`config.mk`:
```
export PLATFORM = sky130hd
export DESIGN_NAME = lsu_byte_serial_flat
export DESIGN_NICKNAME = d
export VERILOG_FILES = /design/src/rtl/lsu_byte_serial_if.sv /design/src/rtl/lsu_byte_serial.sv /design/src/flat_wrapper.sv
export SDC_FILE = /design/constraint.sdc
export NUM_CORES = 1
export LEC_CHECK = 0
export CELL_PAD_IN_SITES_DETAIL_PLACEMENT = 1
export CELL_PAD_IN_SITES_GLOBAL_PLACEMENT = 1
export CORE_MARGIN = 2
export CORE_UTILIZATION = 40
export CTS_CLUSTER_DIAMETER = 40
export DETAILED_ROUTE_END_ITERATION = 8
export GPL_TIMING_DRIVEN = 0
export PLACE_DENSITY = 0.83
export REMOVE_ABC_BUFFERS = 1
export SYNTH_ARGS = -nofsm -noshare
export SYNTH_HDL_FRONTEND = slang
export SYNTH_SLANG_ARGS = --single-unit
```
`constraint.sdc`:
```
create_clock -name clk -period 3.8 [get_ports clk]
set_clock_uncertainty 0.05 [all_clocks]
set_input_delay 1.14 -clock clk [delete_from_list [all_inputs] [get_ports clk]]
set_output_delay 1.14 -clock clk [all_outputs]
set_load 0.01 [all_outputs]
```
`src/rtl/lsu_byte_serial_if.sv`:
```
`default_nettype none
// ============================================================================
// Module   : lsu_byte_serial_if
// Brief    : Request/response handshake plus byte-wide memory port of the LSU.
//            The master modport is the LSU; the slave modport is core + memory.
// Revision : 1.0  initial release
// ============================================================================
interface lsu_byte_serial_if #(
    parameter int ADDR_W = 8
);
    logic              req_valid;
    logic              req_ready;
    logic              req_we;
    logic [2:0]        req_func3;
    logic [ADDR_W-1:0] req_addr;
    logic [31:0]       req_wdata;

    logic              rsp_valid;
    logic              rsp_ready;
    logic [31:0]       rsp_rdata;
    logic              rsp_err;

    logic [ADDR_W-1:0] mem_addr;
    logic              mem_re;
    logic              mem_we;
    logic [7:0]        mem_wdata;
    logic [7:0]        mem_rdata;

    modport master (
        input  req_valid, req_we, req_func3, req_addr, req_wdata,
        output req_ready,
        output rsp_valid, rsp_rdata, rsp_err,
        input  rsp_ready,
        output mem_addr, mem_re, mem_we, mem_wdata,
        input  mem_rdata
    );

    modport slave (
        output req_valid, req_we, req_func3, req_addr, req_wdata,
        input  req_ready,
        input  rsp_valid, rsp_rdata, rsp_err,
        output rsp_ready,
        input  mem_addr, mem_re, mem_we, mem_wdata,
        output mem_rdata
    );
endinterface
`default_nettype wire

```
`src/rtl/lsu_byte_serial.sv`:
```
`default_nettype none
// ============================================================================
// Module   : lsu_byte_serial
// Brief    : Load/store unit executing each request as 1, 2 or 4 byte cycles.
//            Optional macro MISALIGN_TRAP_EN rejects misaligned h/w accesses.
// Revision : 1.0  initial release
// ============================================================================
module lsu_byte_serial #(
    parameter int ADDR_W = 8
) (
    input  logic              clk,
    input  logic              rst,
    lsu_byte_serial_if.master bus
);

    localparam logic [1:0] c_ST_IDLE   = 2'd0;
    localparam logic [1:0] c_ST_ACCESS = 2'd1;
    localparam logic [1:0] c_ST_RESP   = 2'd2;

    logic [1:0]        r_state;
    logic [1:0]        r_k;
    logic              r_we;
    logic [2:0]        r_func3;
    logic [ADDR_W-1:0] r_addr;
    logic [31:0]       r_wdata;
    logic [31:0]       r_asm;
    logic [ADDR_W-1:0] r_last_addr;
    logic              r_err;

    logic [1:0]        w_last_k;
    logic [ADDR_W-1:0] w_cur_addr;
    logic              w_in_access;
    logic              w_in_resp;
    logic              w_misalign;
    logic [31:0]       w_ext;

    // Last byte index is N-1; funct3 3, 6 and 7 fall into the word case.
    always_comb begin
        w_last_k = 2'd3;
        case (r_func3[1:0])
            2'b00:   w_last_k = 2'd0;
            2'b01:   w_last_k = 2'd1;
            default: w_last_k = 2'd3;
        endcase
    end

    assign w_cur_addr  = r_addr + ADDR_W'(r_k);
    assign w_in_access = (r_state == c_ST_ACCESS);
    assign w_in_resp   = (r_state == c_ST_RESP);

`ifdef MISALIGN_TRAP_EN
    assign w_misalign = ((bus.req_func3[1:0] == 2'b01) && bus.req_addr[0]) ||
                        (bus.req_func3[1] && (bus.req_addr[1:0] != 2'b00));
`else
    assign w_misalign = 1'b0;
`endif

    always_ff @(posedge clk or posedge rst) begin
        if (rst) begin
            r_state     <= c_ST_IDLE;
            r_k         <= 2'd0;
            r_we        <= 1'b0;
            r_func3     <= 3'd0;
            r_addr      <= '0;
            r_wdata     <= 32'd0;
            r_asm       <= 32'd0;
            r_last_addr <= '0;
            r_err       <= 1'b0;
        end else begin
            case (r_state)
                c_ST_IDLE: begin
                    if (bus.req_valid) begin
                        r_we    <= bus.req_we;
                        r_func3 <= bus.req_func3;
                        r_addr  <= bus.req_addr;
                        r_wdata <= bus.req_wdata;
                        r_k     <= 2'd0;
                        r_asm   <= 32'd0;
                        r_err   <= w_misalign;
                        r_state <= w_misalign ? c_ST_RESP : c_ST_ACCESS;
                    end
                end
                c_ST_ACCESS: begin
                    r_last_addr <= w_cur_addr;
                    if (!r_we) begin
                        r_asm[{r_k, 3'b000} +: 8] <= bus.mem_rdata;
                    end
                    if (r_k == w_last_k) begin
                        r_state <= c_ST_RESP;
                    end else begin
                        r_k <= r_k + 2'd1;
                    end
                end
                c_ST_RESP: begin
                    if (bus.rsp_ready) begin
                        r_state <= c_ST_IDLE;
                    end
                end
                default: r_state <= c_ST_IDLE;
            endcase
        end
    end

    // Little-endian assembly is already in place; only the upper bits differ.
    always_comb begin
        w_ext = r_asm;
        case (r_func3[1:0])
            2'b00:   w_ext = r_func3[2] ? {24'd0, r_asm[7:0]}
                                        : {{24{r_asm[7]}}, r_asm[7:0]};
            2'b01:   w_ext = r_func3[2] ? {16'd0, r_asm[15:0]}
                                        : {{16{r_asm[15]}}, r_asm[15:0]};
            default: w_ext = r_asm;
        endcase
    end

    assign bus.req_ready = (r_state == c_ST_IDLE);
    assign bus.rsp_valid = w_in_resp;
    assign bus.rsp_rdata = (w_in_resp && !r_we && !r_err) ? w_ext : 32'd0;
    assign bus.rsp_err   = w_in_resp && r_err;

    assign bus.mem_addr  = w_in_access ? w_cur_addr : r_last_addr;
    assign bus.mem_re    = w_in_access && !r_we;
    assign bus.mem_we    = w_in_access && r_we;
    assign bus.mem_wdata = (w_in_access && r_we) ? r_wdata[{r_k, 3'b000} +: 8] : 8'd0;

endmodule
`default_nettype wire

```
`src/flat_wrapper.sv`:
```
// flat-port wrapper written by rule: the top's interface ports become plain ports
module lsu_byte_serial_flat 
#(
    parameter int ADDR_W = 8
)
  (clk, rst, bus_req_valid, bus_req_we, bus_req_func3, bus_req_addr, bus_req_wdata, bus_req_ready, bus_rsp_valid, bus_rsp_rdata, bus_rsp_err, bus_rsp_ready, bus_mem_addr, bus_mem_re, bus_mem_we, bus_mem_wdata, bus_mem_rdata);
  lsu_byte_serial_if #(.ADDR_W(ADDR_W)) bus_i ();
  input  logic clk;
  input  logic rst;
  input wire logic [$bits(bus_i.req_valid)-1:0] bus_req_valid;
  input wire logic [$bits(bus_i.req_we)-1:0] bus_req_we;
  input wire logic [$bits(bus_i.req_func3)-1:0] bus_req_func3;
  input wire logic [$bits(bus_i.req_addr)-1:0] bus_req_addr;
  input wire logic [$bits(bus_i.req_wdata)-1:0] bus_req_wdata;
  output wire logic [$bits(bus_i.req_ready)-1:0] bus_req_ready;
  output wire logic [$bits(bus_i.rsp_valid)-1:0] bus_rsp_valid;
  output wire logic [$bits(bus_i.rsp_rdata)-1:0] bus_rsp_rdata;
  output wire logic [$bits(bus_i.rsp_err)-1:0] bus_rsp_err;
  input wire logic [$bits(bus_i.rsp_ready)-1:0] bus_rsp_ready;
  output wire logic [$bits(bus_i.mem_addr)-1:0] bus_mem_addr;
  output wire logic [$bits(bus_i.mem_re)-1:0] bus_mem_re;
  output wire logic [$bits(bus_i.mem_we)-1:0] bus_mem_we;
  output wire logic [$bits(bus_i.mem_wdata)-1:0] bus_mem_wdata;
  input wire logic [$bits(bus_i.mem_rdata)-1:0] bus_mem_rdata;
  assign bus_i.req_valid = bus_req_valid;
  assign bus_i.req_we = bus_req_we;
  assign bus_i.req_func3 = bus_req_func3;
  assign bus_i.req_addr = bus_req_addr;
  assign bus_i.req_wdata = bus_req_wdata;
  assign bus_req_ready = bus_i.req_ready;
  assign bus_rsp_valid = bus_i.rsp_valid;
  assign bus_rsp_rdata = bus_i.rsp_rdata;
  assign bus_rsp_err = bus_i.rsp_err;
  assign bus_i.rsp_ready = bus_rsp_ready;
  assign bus_mem_addr = bus_i.mem_addr;
  assign bus_mem_re = bus_i.mem_re;
  assign bus_mem_we = bus_i.mem_we;
  assign bus_mem_wdata = bus_i.mem_wdata;
  assign bus_i.mem_rdata = bus_mem_rdata;
  lsu_byte_serial #(.ADDR_W(ADDR_W)) u_core (.clk(clk), .rst(rst), .bus(bus_i));
endmodule
```
[Yosys cells after proc, flatten, opt, wreduce, memory -nomap -nowiden]
Index checks and enable logic that the tools add are counted.
Widths: inputs -> output; s select.
Cells by class
  shift-type cells: 3
  multiplexer cells: 18
  equality and inequality tests: 9
  reduce and logical (&&, ||, !) cells: 11
  add/sub/neg operators: 3
Operators with widths (number)
  $mux 32: 5
  $pmux 32 s2: 2
  $bwmux 32: 1
  $shift 8x7->32 const A: 1
  $shiftx 32x6->8: 1
  $shiftx 8x7->32: 1
  $mux 8: 2
  $mux 2: 5
  $ne 2x2->1 const B: 5
  $reduce_and 3->1: 3
  $add 8x2->8: 1
  $pmux 2 s2: 2
  $neg 5->7: 1
  $pmux 2 s3: 1
  $eq 2x1->1 const B: 2
  $logic_not 2->1: 2
  $logic_and 1x1->1: 3
  $add 2x1->2 const B: 1
  $eq 2x2->1: 1
  $eq 2x2->1 const B: 1
  $reduce_and 2->1: 1
  $reduce_bool 2->1: 1
  $logic_not 1->1: 1
Storage, ports and cells
  bits in registers: 88
  output and inout port bits: 53
  input port bits: 56
  logic and storage cells: 52

[Longest topological paths before layout]
  depth after elaboration: 5
  depth in mapped cells: 8
  gate-level depth less buffers: 6

[Worst setup path after synthesis]
No wires, ideal clock.
  path type: reg2out
  start: register u_core.r_k[1]
  end: output port bus_mem_addr[4]
  path buffers: 1
  required time: 2.610 ns
  slack: 0.743 ns
  data arrival time: 1.867 ns
  cell stages (with the launch flop): 7
  path through: dfrtp_1 -> buf_2 -> inv_1 -> fa_1 -> nand3b_1 -> xor2_1 -> o21ai_0
Between the ends
  longest elaborated chain between the ends: 2
RTL lines
  from (decl): line lsu_byte_serial.sv:21  | logic [1:0] r_k;
  from (signal assigned): line lsu_byte_serial.sv:91  | r_k <= r_k + 2'd1;
  $add 8x2->8: line lsu_byte_serial.sv:47  | assign w_cur_addr = r_addr + ADDR_W'(r_k);
  $mux 8: line lsu_byte_serial.sv:121  | assign bus.mem_addr = w_in_access ? w_cur_addr : r_last_addr;
  to (decl): line flat_wrapper.sv:20  | output wire logic [$bits(bus_i.mem_addr)-1:0] bus_mem_addr;
No other way between the ends.

[Final worst setup path]
  start: register u_core.r_k[1]
  end: output port bus_mem_addr[3]
Same word-level chain as after synthesis.

==> qor.txt <==
part of the cycle the worst path needs - 96.2%
multi-input logic area - 0.00241 mm^2
Distinct cells, synth - 49
starting density of the core - 40.6%
Die ar. - 0.0130 mm^2
PnR worst setup slack - 0.144 ns
status - finished, final reports clean
cell count after synthesis - 385
IO buf count - 107
Min Clock Period, post-route - 3.66 ns
Placed Instance Area - 0.00591 mm^2
Antenna Nets Post-Route - 0
total number of vias - 3359
CTS sink cnt - 88
most frequent cells in the layout - 103 x clkdlybuf4s50_1, 84 x dfrtp_1, 39 x mux2_2
placed cell count - 614
largest net degree at the start of global routing - 66
Setup TNS - 0 ns
initial antenna violation count - 0
first-pass GRT wire length - 19300 um
Post-synth EDFFs - 0
Mean Syn Cell Area - 12.6 um^2
Clk Latency, worst-skew pair - 0.33 ns
WL/cell - 18.6 um
vias per cell - 5.32
H-Tree Depth - 3
R2R setup slack - 1.42 ns
GPL Wtd Cong - 0.773
Final Hold Violating Endpoints - 0
Post-synth ARST share - 100%
Crit Path Max Fanout - 6
DRC Markers - 0
Chip Height - 114 um
Seq/Total Area, Yosys - 45.5%
Synth top area share - 45.5%
Register Area - 0.00221 mm^2
First DRT Iteration DRCs - 82
Most used DFF post-synth - dfrtp_1
Slew Limit Fails - 0
Max-Slew Margin vs Limit - 46.1%
# diodes - 0
fin nets - 545
most area-hungry cell type in the Yosys netlist - dfrtp_1
power after layout - 4.50 mW
pre-CTS WS - -0.436 ns
hpwl dp - 8220 um
# rows - 40
total global routing overflow - 0
Layout Utilization - 52.8%
synth top area cells - dfrtp_1 46%, mux2_4 12%, mux2_2 9.1%
Filler cells - 1234
highest clock rate - 0.274 GHz
CTS tree - built
# Max-Cap Violations - 0
CTS Buf Count - 9
GRT Total Usage - 18.9%
WHS - 0.429 ns
Root Driver - clkbuf_16
worst min-delay path class - reg -> reg
Layout area overhead - 29.9%
clock edge transition at the registers on the reported setup and hold paths - 0.06 ns
Worst-Margin Slew - 0.808 ns
Crit Path Class - reg -> out
commonest non-fill, non-tap cell in the layout - clkdlybuf4s50_1
power per cell area - 716 mW/mm^2
worst vdd ir - 0.000334 V
worst-case clock buffer depth - 2
io pins - 109
Worst EP required - 2.61 ns
drt pass-1 iters - 4
number of global-route vias before repair - 3701
Die Width - 114 um
Syn. warnings - 0
Layout Cells excl Fill - 631
Cell Area, Synth - 0.00484 mm^2
Hold-fix buffers, CTS - 0
post-synthesis register bit count - 88
final setup fails - 0
Worst Path Arrival - 2.47 ns
leakage - 2.84 nW
Worst setup SP type - register
WL final - 11700 um
post-route cell area - 0.00628 mm^2
Core Area - 0.0119 mm^2
RSZ-0062 raised after global routing - false
Setup crit end kind - primary output
share of cells above drive strength 1 - 25.0%
flip-flops by register name (all words and copies together) (netlist names):
name / count
u_core.r_last_addr: 8
u_core.r_we: 1
u_core.r_addr: 8
u_core.r_state: 2
u_core.r_func3: 3
u_core.r_asm: 32
u_core.r_wdata: 32
u_core.r_k: 2
report_power, final:
group | leakage (nW) | internal, mW | switching [mW]
Clock | 0.154 | 0.584 | 0.340
Sequential | 1.10 | 1.28 | 0.334
Combinational | 1.58 | 1.11 | 0.853
worst paths after layout:
| kind | endpoint | cells past startpoint | start |
|---|---|---|---|
| max | bus_mem_addr[3] | 6 | u_core.r_k[1]$_DFFE_PP0P_ |
| min | u_core.r_last_addr[0]$_DFF_PP0_ | 2 | u_core.r_last_addr[0]$_DFF_PP0_ |
| max reg2reg | u_core.r_asm[12]$_DFFE_PP0P_ | 6 | u_core.r_k[0]$_DFFE_PP0P_ |
| min reg2reg | u_core.r_last_addr[0]$_DFF_PP0_ | 2 | u_core.r_last_addr[0]$_DFF_PP0_ |
| max in group asynchronous | u_core.r_k[1]$_DFFE_PP0P_ | 3 | rst |
| min in group asynchronous | u_core.r_asm[6]$_DFFE_PP0P_ | 2 | rst |
area by class of cell:
class	instances	area share, %
multi-input combinational	261	38.4
clock inverter	4	1.12
tap	147	2.93
sequential	88	35.2
inverter	10	0.637
timing repair buffer	111	17.9
clock buffer	10	3.80
kinds of logic after synthesis:
| kind of cell | synth area share [%] |
|---|---|
| AO/OA/AOI/OAI | 6.00 |
| XOR/XNOR | 0.543 |
| adder cells (fa/ha/maj) | 2.23 |
| buffers and inverters | 5.15 |
| flip-flops | 45.5 |
| multiplexers | 24.6 |
| other | 0.0775 |
| AND/OR/NAND/NOR | 15.9 |
synthesized netlist by cell type, types with 5 or more instances:
library cell and number:
a21oi_1 10, and2_1 8, and3_1 32, and3b_1 9
buf_12 5, buf_2 8, clkbuf_1 9, dfrtp_1 88
ha_1 7, inv_1 10, mux2_2 39, mux2_4 38
mux4_2 8, nand2_1 8, nand3b_1 5, nor2_1 7
nor2b_1 17, nor3_1 16, o21ai_0 13
timing repair:
action,4_1_cts,5_1_grt
setup endpoints to repair,36,21
buffers inserted,3,0
resized for setup,11,7
critical path, stage by stage, from the launching register on:
cell             delay, ns
dfrtp_4               0.50
buf_4                 0.16
ha_1                  0.31
a21oi_4               0.08
or4_1                 0.41
nand3_1               0.12
clkdlybuf4s50_1       0.54
metal layers:
metal | up-vias | global-route usage [%] | share of wire [%]
li1 | 1561 | - | -
met1 | 1700 | 24.6 | 43
met2 | 92 | 32.6 | 50
met4 | 0 | 3.50 | 0.59
met3 | 6 | 4.41 | 5.7
met5 | - | 0 | 0
Power figures use the tool's default switching activity.
